--- config.mk ---
export PLATFORM = sky130hd
export DESIGN_NAME = traffic_monitor
export DESIGN_NICKNAME = d
export VERILOG_FILES = /design/src/rtl/traffic_monitor.sv
export SDC_FILE = /design/constraint.sdc
export NUM_CORES = 1
export LEC_CHECK = 0
export CORE_ASPECT_RATIO = 1.5
export CORE_UTILIZATION = 45
export DETAILED_ROUTE_END_ITERATION = 10
export HOLD_SLACK_MARGIN = 0.02
export PLACE_DENSITY = 0.83
export SKIP_CTS_REPAIR_TIMING = 1
export SYNTH_ARGS = -nofsm -noshare
export SYNTH_HDL_FRONTEND = slang
export SYNTH_SLANG_ARGS = --single-unit
--- constraint.sdc ---
create_clock -name clk -period 3.2 [get_ports clk]
set_input_delay 0.32 -clock clk [delete_from_list [all_inputs] [get_ports clk]]
set_output_delay 0.32 -clock clk [all_outputs]
set_load 0.02 [all_outputs]
--- src/rtl/traffic_monitor.sv ---
// Traffic-light protocol monitor.
// Watches a RED/GREEN/YELLOW light code plus its advance request, locks onto
// the sequence at the first forced RED, then flags and counts protocol
// violations and counts completed RED->GREEN->YELLOW->RED rounds.
// Optional dwell counter is built only when TRAFFIC_MONITOR_DWELL_EN is defined;
// otherwise dwell is tied to zero.
module traffic_monitor #(
  parameter int unsigned CNT_W = 8,
  parameter int unsigned ERR_W = 4
) (
  input  logic             clk,
  input  logic             rst_n,
  input  logic             in,
  input  logic [1:0]       light,
  input  logic             clr,
  output logic             red,
  output logic             green,
  output logic             yellow,
  output logic             sync,
  output logic             err,
  output logic [ERR_W-1:0] err_cnt,
  output logic [CNT_W-1:0] cycles,
  output logic [CNT_W-1:0] dwell
);

  localparam logic [1:0] LightRed     = 2'b10;
  localparam logic [1:0] LightGreen   = 2'b11;
  localparam logic [1:0] LightYellow  = 2'b01;
  localparam logic [1:0] LightIllegal = 2'b00;

  localparam logic [0:0] StUnsync = 1'b0;
  localparam logic [0:0] StTrack  = 1'b1;

  logic [0:0]       state_q, state_d;
  logic [1:0]       prev_light_q;
  logic             prev_in_q;
  logic             red_q, green_q, yellow_q;
  logic             red_d, green_d, yellow_d;
  logic             err_q, err_d;
  logic [ERR_W-1:0] err_cnt_q, err_cnt_d;
  logic [CNT_W-1:0] cycles_q, cycles_d;
  logic [1:0]       expected;
  logic             track;
  logic             viol;
  logic             round_done;

  // Code the light must show this cycle, given last cycle's code and request.
  always_comb begin
    expected = LightRed;
    if (prev_in_q) begin
      case (prev_light_q)
        LightRed:    expected = LightGreen;
        LightGreen:  expected = LightYellow;
        LightYellow: expected = LightRed;
        // After an illegal code the only sensible recovery target is RED.
        default:     expected = LightRed;
      endcase
    end
  end

  // Lock/violation/round detection and next-state of the counters.
  always_comb begin
    track      = (state_q == StTrack);
    viol       = track && ((light == LightIllegal) || (light != expected));
    round_done = track && prev_in_q && (prev_light_q == LightYellow) && (light == LightRed);

    state_d = state_q;
    if ((state_q == StUnsync) && (light == LightRed) && !prev_in_q) begin
      state_d = StTrack;
    end

    err_d     = err_q | viol;
    err_cnt_d = err_cnt_q;
    if (viol && (err_cnt_q != {ERR_W{1'b1}})) begin
      err_cnt_d = err_cnt_q + ERR_W'(1);
    end
    cycles_d = round_done ? cycles_q + CNT_W'(1) : cycles_q;

    // Clear beats any same-cycle increment.
    if (clr) begin
      err_d     = 1'b0;
      err_cnt_d = '0;
      cycles_d  = '0;
    end

    red_d    = (light == LightRed);
    green_d  = (light == LightGreen);
    yellow_d = (light == LightYellow);
  end

  // Monitor state, sampled light/request history and registered outputs.
  always_ff @(posedge clk or negedge rst_n) begin
    if (!rst_n) begin
      state_q      <= StUnsync;
      prev_light_q <= LightIllegal;
      prev_in_q    <= 1'b0;
      red_q        <= 1'b0;
      green_q      <= 1'b0;
      yellow_q     <= 1'b0;
      err_q        <= 1'b0;
      err_cnt_q    <= '0;
      cycles_q     <= '0;
    end else begin
      state_q      <= state_d;
      prev_light_q <= light;
      prev_in_q    <= in;
      red_q        <= red_d;
      green_q      <= green_d;
      yellow_q     <= yellow_d;
      err_q        <= err_d;
      err_cnt_q    <= err_cnt_d;
      cycles_q     <= cycles_d;
    end
  end

`ifdef TRAFFIC_MONITOR_DWELL_EN
  logic [CNT_W-1:0] dwell_q, dwell_d;

  // Dwell restarts at 1 on a code change, saturates, and is idle until locked.
  always_comb begin
    dwell_d = dwell_q;
    if (!track) begin
      dwell_d = '0;
    end else if (light != prev_light_q) begin
      dwell_d = CNT_W'(1);
    end else if (dwell_q != {CNT_W{1'b1}}) begin
      dwell_d = dwell_q + CNT_W'(1);
    end
  end

  // Dwell counter register.
  always_ff @(posedge clk or negedge rst_n) begin
    if (!rst_n) begin
      dwell_q <= '0;
    end else begin
      dwell_q <= dwell_d;
    end
  end

  assign dwell = dwell_q;
`else
  assign dwell = '0;
`endif

  assign red     = red_q;
  assign green   = green_q;
  assign yellow  = yellow_q;
  assign sync    = (state_q == StTrack);
  assign err     = err_q;
  assign err_cnt = err_cnt_q;
  assign cycles  = cycles_q;

endmodule

[Word-level counts from Yosys, hierarchy flattened]
Cells that the tools add are included.
Word-level totals
  output and inout port bits: 25
  register bits: 20
Cells by class
  bitwise gates (word level): 2
  mux-type cells: 7
  add/subtract/negate cells: 2
  reduce and logical (&&, ||, !) cells: 12
  equality and inequality tests: 8
Operators by type and width (number)
  $mux 8: 2
  $add 8x1->8 const B: 1
  $eq 2x2->1 const B: 4
  $mux 4: 2
  $logic_and 1x1->1: 7
  $add 4x1->4 const B: 1
  $eq 2x1->1 const B: 2
  $ne 4x4->1 const B: 1
  $pmux 2 s2: 1
  $reduce_bool 2->1: 2
  $logic_not 2->1: 1
  $mux 2: 1
  $ne 2x2->1: 1
  $logic_not 1->1: 1
  $logic_or 1x1->1: 1
  $mux 1: 1
  $not 1->1: 1
  $or 1x1->1: 1

[Logic depth before layout (Yosys ltp)]
Gate-level depths: netlist of the first run.
  depth after elaboration: 9
  gate-level depth with buffers: 5

[Least setup slack after synthesis of the first run]
No wires, ideal clock.
  path kind: reg-to-reg
  start point: reg state_q, in the netlist sync
  end point: reg cycles_q[7], in the netlist cycles[7]
  library setup time: 0.127 ns
  required time: 3.073 ns
  stages on the path, launching flop included: 5
  slack: 1.449 ns
  buffers on the path: 0
  arrival time: 1.624 ns
  path through: dfrtp_1 > nand4b_2 > or4_4 > nor2_2 > mux2_1
Between the ends
  longest elaborated chain between the ends: 4
Ends and longest elaborated chain
  from (decl): line 34  | logic [0:0] state_q, state_d;
  from (signal assigned): line 94  | state_q <= StUnsync;
  from (signal assigned): line 104  | state_q <= state_d;
  $logic_and 1x1->1 (3 in a row): line 65  | round_done = track && prev_in_q && (prev_light_q == LightYellow) && (light == LightRed);
  $reduce_bool 2->1 (no line)
  to (signal assigned): line 112  | cycles_q <= cycles_d;
  to (decl): line 41  | logic [CNT_W-1:0] cycles_q, cycles_d;
No other way between the ends.
A chain may end at the register's enable or synchronous reset.

[Final worst setup path of the first run]
  start point: in light[0]
  end point: reg err_cnt_q[0], in the netlist err_cnt[0]
Between the ends
  longest elaborated chain between the ends: 5
  elaborated cells on any way between the ends: 6
  classes of those cells: 1 x eq/ne; 5 x reduce/logical
Ends and longest elaborated chain
  from (decl): line 14  | input logic [1:0] light,
  $ne 2x2->1 / $logic_not 2->1 (equally long branches): line 64  | viol = track && ((light == LightIllegal) || (light != expected));
  $logic_or 1x1->1 *: line 64
  $logic_and 1x1->1 *: line 64
  $logic_and 1x1->1 *: line 74  | if (viol && (err_cnt_q != {ERR_W{1'b1}})) begin
  $reduce_bool 2->1 (no line) *
  to (signal assigned): line 111  | err_cnt_q <= err_cnt_d;
  to (decl): line 40  | logic [ERR_W-1:0] err_cnt_q, err_cnt_d;
Every way passes the cells marked *; elsewhere a longest branch is shown, timed or not.

==> results by group, run 1 <==
Outcome
  • Status: complete, no violations

Yosys
  • Most common cell in the netlist: dfrtp_1
  • Seq/Total Area, Yosys: 50.6%
  • Synth Instances: 93
  • Synth Warn #: 0
  • Synth Cell Area: 990 µm²
  • Top-area cell type share of the netlist area: 50.6%
  • Largest cells by area after synthesis: dfrtp_1, buf_4, xnor2_1
  • Async set-reset flop share out of synthesis: 100%
  • Synth Flop Type: dfrtp_1
  • Yosys reg bits: 20
  • Synth area leader: dfrtp_1
  • Most frequent cells after synthesis: dfrtp_1, nor2_1, buf_4, xnor2_1, nor2b_1
  • Synth cell types: 34
  • Avg Inst Size Synth: 10.6 µm²
  • Post-synth EDFFs: 0

Power
  • PD cells: 407 nW/µm²
  • Total Power: 0.499 mW
  • VDD IR max: 0.263 mV
  • Pleak: 0.520 nW

Worst setup path
  • Worst Path Required: 3410 ps
  • Crit path launch: light[0]
  • Worst EP arrival: 2120 ps
  • Worst reg2reg path startpoint: prev_in_q$_DFF_PN0_
  • CP startpoint kind: input port
  • R2R cell count: 4
  • End of the critical path: err_cnt[0]$_DFFE_PN0P_
  • Crit. End Element: flop
  • Reg-to-reg endpoint: err_cnt[0]$_DFFE_PN0P_
  • Flop2flop setup slack: 1350 ps
  • Crit path kind: input port to flop
  • Peak fanout along the critical path: 6

Die
  • I/O Pins: 31
  • Die Height: 59.4 µm
  • Die Footprint: 2390 µm²
  • DIE WIDTH: 40.3 µm
  • Core area: 2050 µm²
  • Initial core utilization: 48.2%
  • Site Rows: 20

Layout
  • Util after Layout: 59.7%
  • Layout Nets: 125
  • Filler cells: 183
  • Sequential Area: 500 µm²
  • Area of the multi-input gates: 429 µm²
  • Area growth, synth to finish: 23.8%
  • Share of layout cells above drive strength 1: 7.76%
  • Diode count: 0

Global route
  • Antenna violations before repair: 0
  • Global-route wire length before repair: 2900 µm
  • Vias in the first global route: 686
  • Largest net degree at the start of global routing: 21
  • GRT Util Overall: 18.5%
  • Total grt overflow: 0

Timing
  • Fin crit period: 1910 ps
  • Post-Route Skew: 3.89 ps
  • Final setup vio count: 0
  • Worst rel slew slack: 43.3%
  • Tcrit/Tclk final: 59.8%
  • Worst-margin pin slew: 848 ps
  • Hold Vio Cnt, Final: 0
  • Pins Over Slew Limit: 0
  • Unrepaired setup endpoints after global routing: false
  • Final TNS setup: 0 ps
  • Highest clock rate: 0.523 GHz

Worst hold path
  • HP Class: input port to flop
  • Hold Path Cell Cnt: 1

Route
  • Residual DRC: 0
  • Max Used Layer: met4
  • Iteration count of the initial detailed-routing pass: 4
  • Total Wirelength: 1820 µm
  • Via Count: 751
  • Via density: 5.44
  • Wirelength per Cell: 13.2 µm
  • Metal3 WL: 78 µm
  • Antenna Nets Post-Route: 0
  • M1 WL: 691 µm
  • DRT iter0 DRCs: 15
  • DR WL met2: 994 µm

Placed design
  • Port Buffers: 22
  • HPWL Detailed: 1370 µm
  • Final GP Congestion: 0.811

Clock tree
  • Clk sinks: 20
  • CTS root buf: clkbuf_4
  • H-tree depth: 1
  • CTS tree: yes
  • Clock slew at reported path FFs: 110 ps
  • CTS Buffer Depth: 2
  • TritonCTS buffer count: 3
  • Clock Latency Late Sink: 310 ps

Job
  • Maxcap violations: 0
[per-stage QoR]
stage	hold slack, ps	setup WS, ps	cell area (µm²)	cells
floorplan	24.4	1450	1020	100
global route	423	1230	1220	138
detailed placement	516	973	1190	134
global placement	489	1030	1190	134
CTS	438	1300	1220	138
finish	435	1290	1220	138
[critical path, stage by stage]
cell	delay, ps
clkdlybuf4s50_1	470
and4b_1	230
o21ai_0	400
and4_1	330
mux2_2	350
[layout by cell type, fill, tap and decap left out, types with 2 or more instances in the layout]
cell              n
clkdlybuf4s50_1  22
dfrtp_1          20
nor2_1           10
conb_1            8
xnor2_1           5
nor2b_1           4
nand2b_1          3
inv_1             3
nand4_1           3
nor3_1            3
nand2_1           3
nand3_1           3
clkbuf_4          3
a21oi_1           2
o21ai_0           2
and3_1            2
a41oi_1           2
ha_1              2
[registers in the layout, indices dropped and copies added (netlist names)]
signal and flops:
red 1, err 1, green 1, sync 1, yellow 1, prev_in_q 1, err_cnt 4, cycles 8
prev_light_q 2
[report_power, final]
group / leakage, nW / switching [mW] / total (mW) / internal, mW
clock: 0.0210 / 0.0808 / 0.150 / 0.0696
sequential: 0.260 / 0.0102 / 0.273 / 0.263
combinational: 0.239 / 0.0429 / 0.0751 / 0.0322
[cells by family after synthesis]
logic type                 share of synthesized area, %
DFF                                                50.6
other                                             0.379
and+or+nand+nor                                    22.0
muxes                                              3.29
adders and majority gates                          2.53
xor gates and xnor gates                           5.31
AOI/OAI and AO/OA                                  7.21
buffers and inverters                              8.72
[worst min-delay path by stage]
stage                                  to     startpoint
floorplan           cycles[0]$_DFFE_PN0P_          rst_n
global placement            err$_DFF_PN0_  err$_DFF_PN0_
detailed placement          err$_DFF_PN0_  err$_DFF_PN0_
CTS                   prev_in_q$_DFF_PN0_             in
global route          prev_in_q$_DFF_PN0_             in
finish                prev_in_q$_DFF_PN0_             in
[final cells by class]
class | count | area share [%]
multi-input combinational | 67 | 35.0
sequential | 20 | 40.9
tap | 22 | 2.25
clock buffer | 4 | 2.96
inverter | 3 | 0.919
timing repair buffer | 22 | 18.0
[routing by layer]
layer,vias to the layer above,global-route usage (%)
met2,24,30.6
met3,5,3.38
met1,371,19.8
met5,-,0
met4,0,13.3
li1,351,-
Note: power is estimated with default switching activity, not from simulation.
==> run 2, diff against run 1 <==
==> constraint.sdc (replaced) <==
create_clock -name clk -period 1.95 [get_ports clk]
set_input_delay 0.195 -clock clk [delete_from_list [all_inputs] [get_ports clk]]
set_output_delay 0.195 -clock clk [all_outputs]
set_load 0.02 [all_outputs]
==> run 2 against run 1 <==
  * Clock-buffer cell count stayed put
  * Flip-flop and latch count is the same
  * Core utilization is 2.2 points higher
  * Die area unchanged
  * Setup slack worse by 1000 ps
  * Final cell count increased by 4.3%
  * Sequential power rose by 64%
  * Register-to-register slack worse by 1100 ps
  * Critical endpoint is now cycles[7]$_DFFE_PN0P_
  * Largest cell class unchanged
==> results by group, run 2 (synthesis results as in run 1) <==
Clock tree
  • H-tree depth: 1
  • Clock slew at reported path FFs: 100 ps
  • CTS tree: yes
  • Clk sinks: 20
  • TritonCTS buffer count: 3
  • CTS Buffer Depth: 2
  • CTS root buf: clkbuf_4
  • Clock Latency Late Sink: 290 ps

Route
  • Residual DRC: 0
  • Total Wirelength: 1780 µm
  • DRT iter0 DRCs: 26
  • Via density: 5.22
  • Iteration count of the initial detailed-routing pass: 4
  • Via Count: 751
  • Antenna Nets Post-Route: 0
  • Wirelength per Cell: 12.4 µm

Timing
  • Final setup margin: 275 ps
  • Tcrit/Tclk final: 85.9%
  • Worst-margin pin slew: 534 ps
  • Highest clock rate: 0.597 GHz
  • Fin crit period: 1670 ps
  • Pins Over Slew Limit: 0
  • Unrepaired setup endpoints after global routing: false
  • Final setup vio count: 0
  • Worst rel slew slack: 64.3%
  • Hold Vio Cnt, Final: 0
  • Final TNS setup: 0 ps
  • Post-Route Skew: 1.38 ps
  • Final hold slack: 233 ps

Worst setup path
  • Crit path largest cell delay: 510 ps
  • Worst EP arrival: 1850 ps
  • R2R cell count: 4
  • Worst Path Required: 2130 ps
  • Peak fanout along the critical path: 4
  • Max stage delay cell, worst path: or4_4
  • Worst reg2reg path startpoint: prev_light_q[1]$_DFF_PN0_
  • Flop2flop setup slack: 280 ps
  • Crit. End Element: flop
  • Cell Chain, Critical Path: nand4b_2 > or4_4 > nor2_2 > mux2_1
  • CP startpoint kind: flop
  • Crit path kind: flop to flop
  • Reg-to-reg endpoint: cycles[7]$_DFFE_PN0P_

Global route
  • Total grt overflow: 0
  • Vias in the first global route: 746
  • Global routing usage on met1: 23.4%
  • Most used routing layer: met2
  • GRT Util Overall: 18.5%
  • Largest net degree at the start of global routing: 21
  • Met2 GRT Util: 30.9%
  • Met3 usage: 2.26%
  • Antenna violations before repair: 0
  • Global-route wire length before repair: 3090 µm

Die
  • Site Rows: 20
  • Initial core utilization: 48.2%
  • Die Height: 59.4 µm
  • Core area: 2050 µm²
  • DIE WIDTH: 40.3 µm
  • Die Footprint: 2390 µm²
  • I/O Pins: 31

Placed design
  • Place WS: 30.2 ps
  • Port Buffers: 22
  • HPWL Detailed: 1360 µm
  • Final GP Congestion: 0.778

Layout
  • Layout Nets: 131
  • Most frequent cells in the layout: clkdlybuf4s50_1, dfrtp_1, nor2_1, conb_1, buf_4
  • Max FFs per register: 8
  • Share of layout cells above drive strength 1: 12.3%
  • Area growth, synth to finish: 28.3%
  • Most common cell after layout, fill and taps aside: clkdlybuf4s50_1
  • Diode count: 0
  • Util after Layout: 61.9%

Outcome
  • Status: complete, no violations

Power
  • Pleak: 0.547 nW
  • PD cells: 638 nW/µm²
  • VDD IR max: 0.360 mV
  • Total Power: 0.810 mW

Job
  • Maxcap violations: 0

Worst hold path
  • HP Class: input port to async pin
==> run 2: cell types whose count changed in the layout (fill, tap and decap cells not counted) <==
cell,change
buf_4,+6
==> run 2: per-stage QoR <==
stage	cells	area [µm²]
after floorplan	100	1020
after global placement	140	1230
after detailed placement	140	1230
after CTS	144	1270
after global routing	144	1270
final	144	1270
==> run 2: worst max-delay path by stage <==
stage | from | end | depth (start not counted)
detailed placement | light[0] | err_cnt[0]$_DFFE_PN0P_ | 6
floorplan | sync$_DFFE_PN0P_ | cycles[7]$_DFFE_PN0P_ | 4
CTS | prev_light_q[1]$_DFF_PN0_ | cycles[7]$_DFFE_PN0P_ | 4
finish | prev_light_q[1]$_DFF_PN0_ | cycles[7]$_DFFE_PN0P_ | 4
global placement | light[0] | cycles[7]$_DFFE_PN0P_ | 5
global route | prev_light_q[1]$_DFF_PN0_ | cycles[7]$_DFFE_PN0P_ | 4
==> run 2: metal layers <==
| metal | wire (µm) | up-vias |
|---|---|---|
| met1 | 737 | 361 |
| met3 | 66 | 2 |
| met4 | 19 | 0 |
| li1 | - | 369 |
| met5 | 0 | - |
| met2 | 955 | 19 |
==> run 2: power breakdown <==
part / switching (mW) / total [mW] / internal [mW]
clock: 0.115 / 0.229 / 0.114
sequential: 0.0157 / 0.447 / 0.431
combinational: 0.0729 / 0.134 / 0.0610
==> run 2: final cells by class <==
type	count	area, µm²
Inverter	3	11.3
Tap cell	22	27.5
Clock buffer	4	36.3
Timing Repair Buffer	28	265
Fill cell	180	782
Sequential cell	20	500
Multi-Input combinational cell	67	429
==> run 2: worst max-delay path, delay by kind of cell (launching register included) <==
family,cells,cell delay [ps]
AND/OR/NAND/NOR,3,830
multiplexers,1,320
flip-flops,1,420
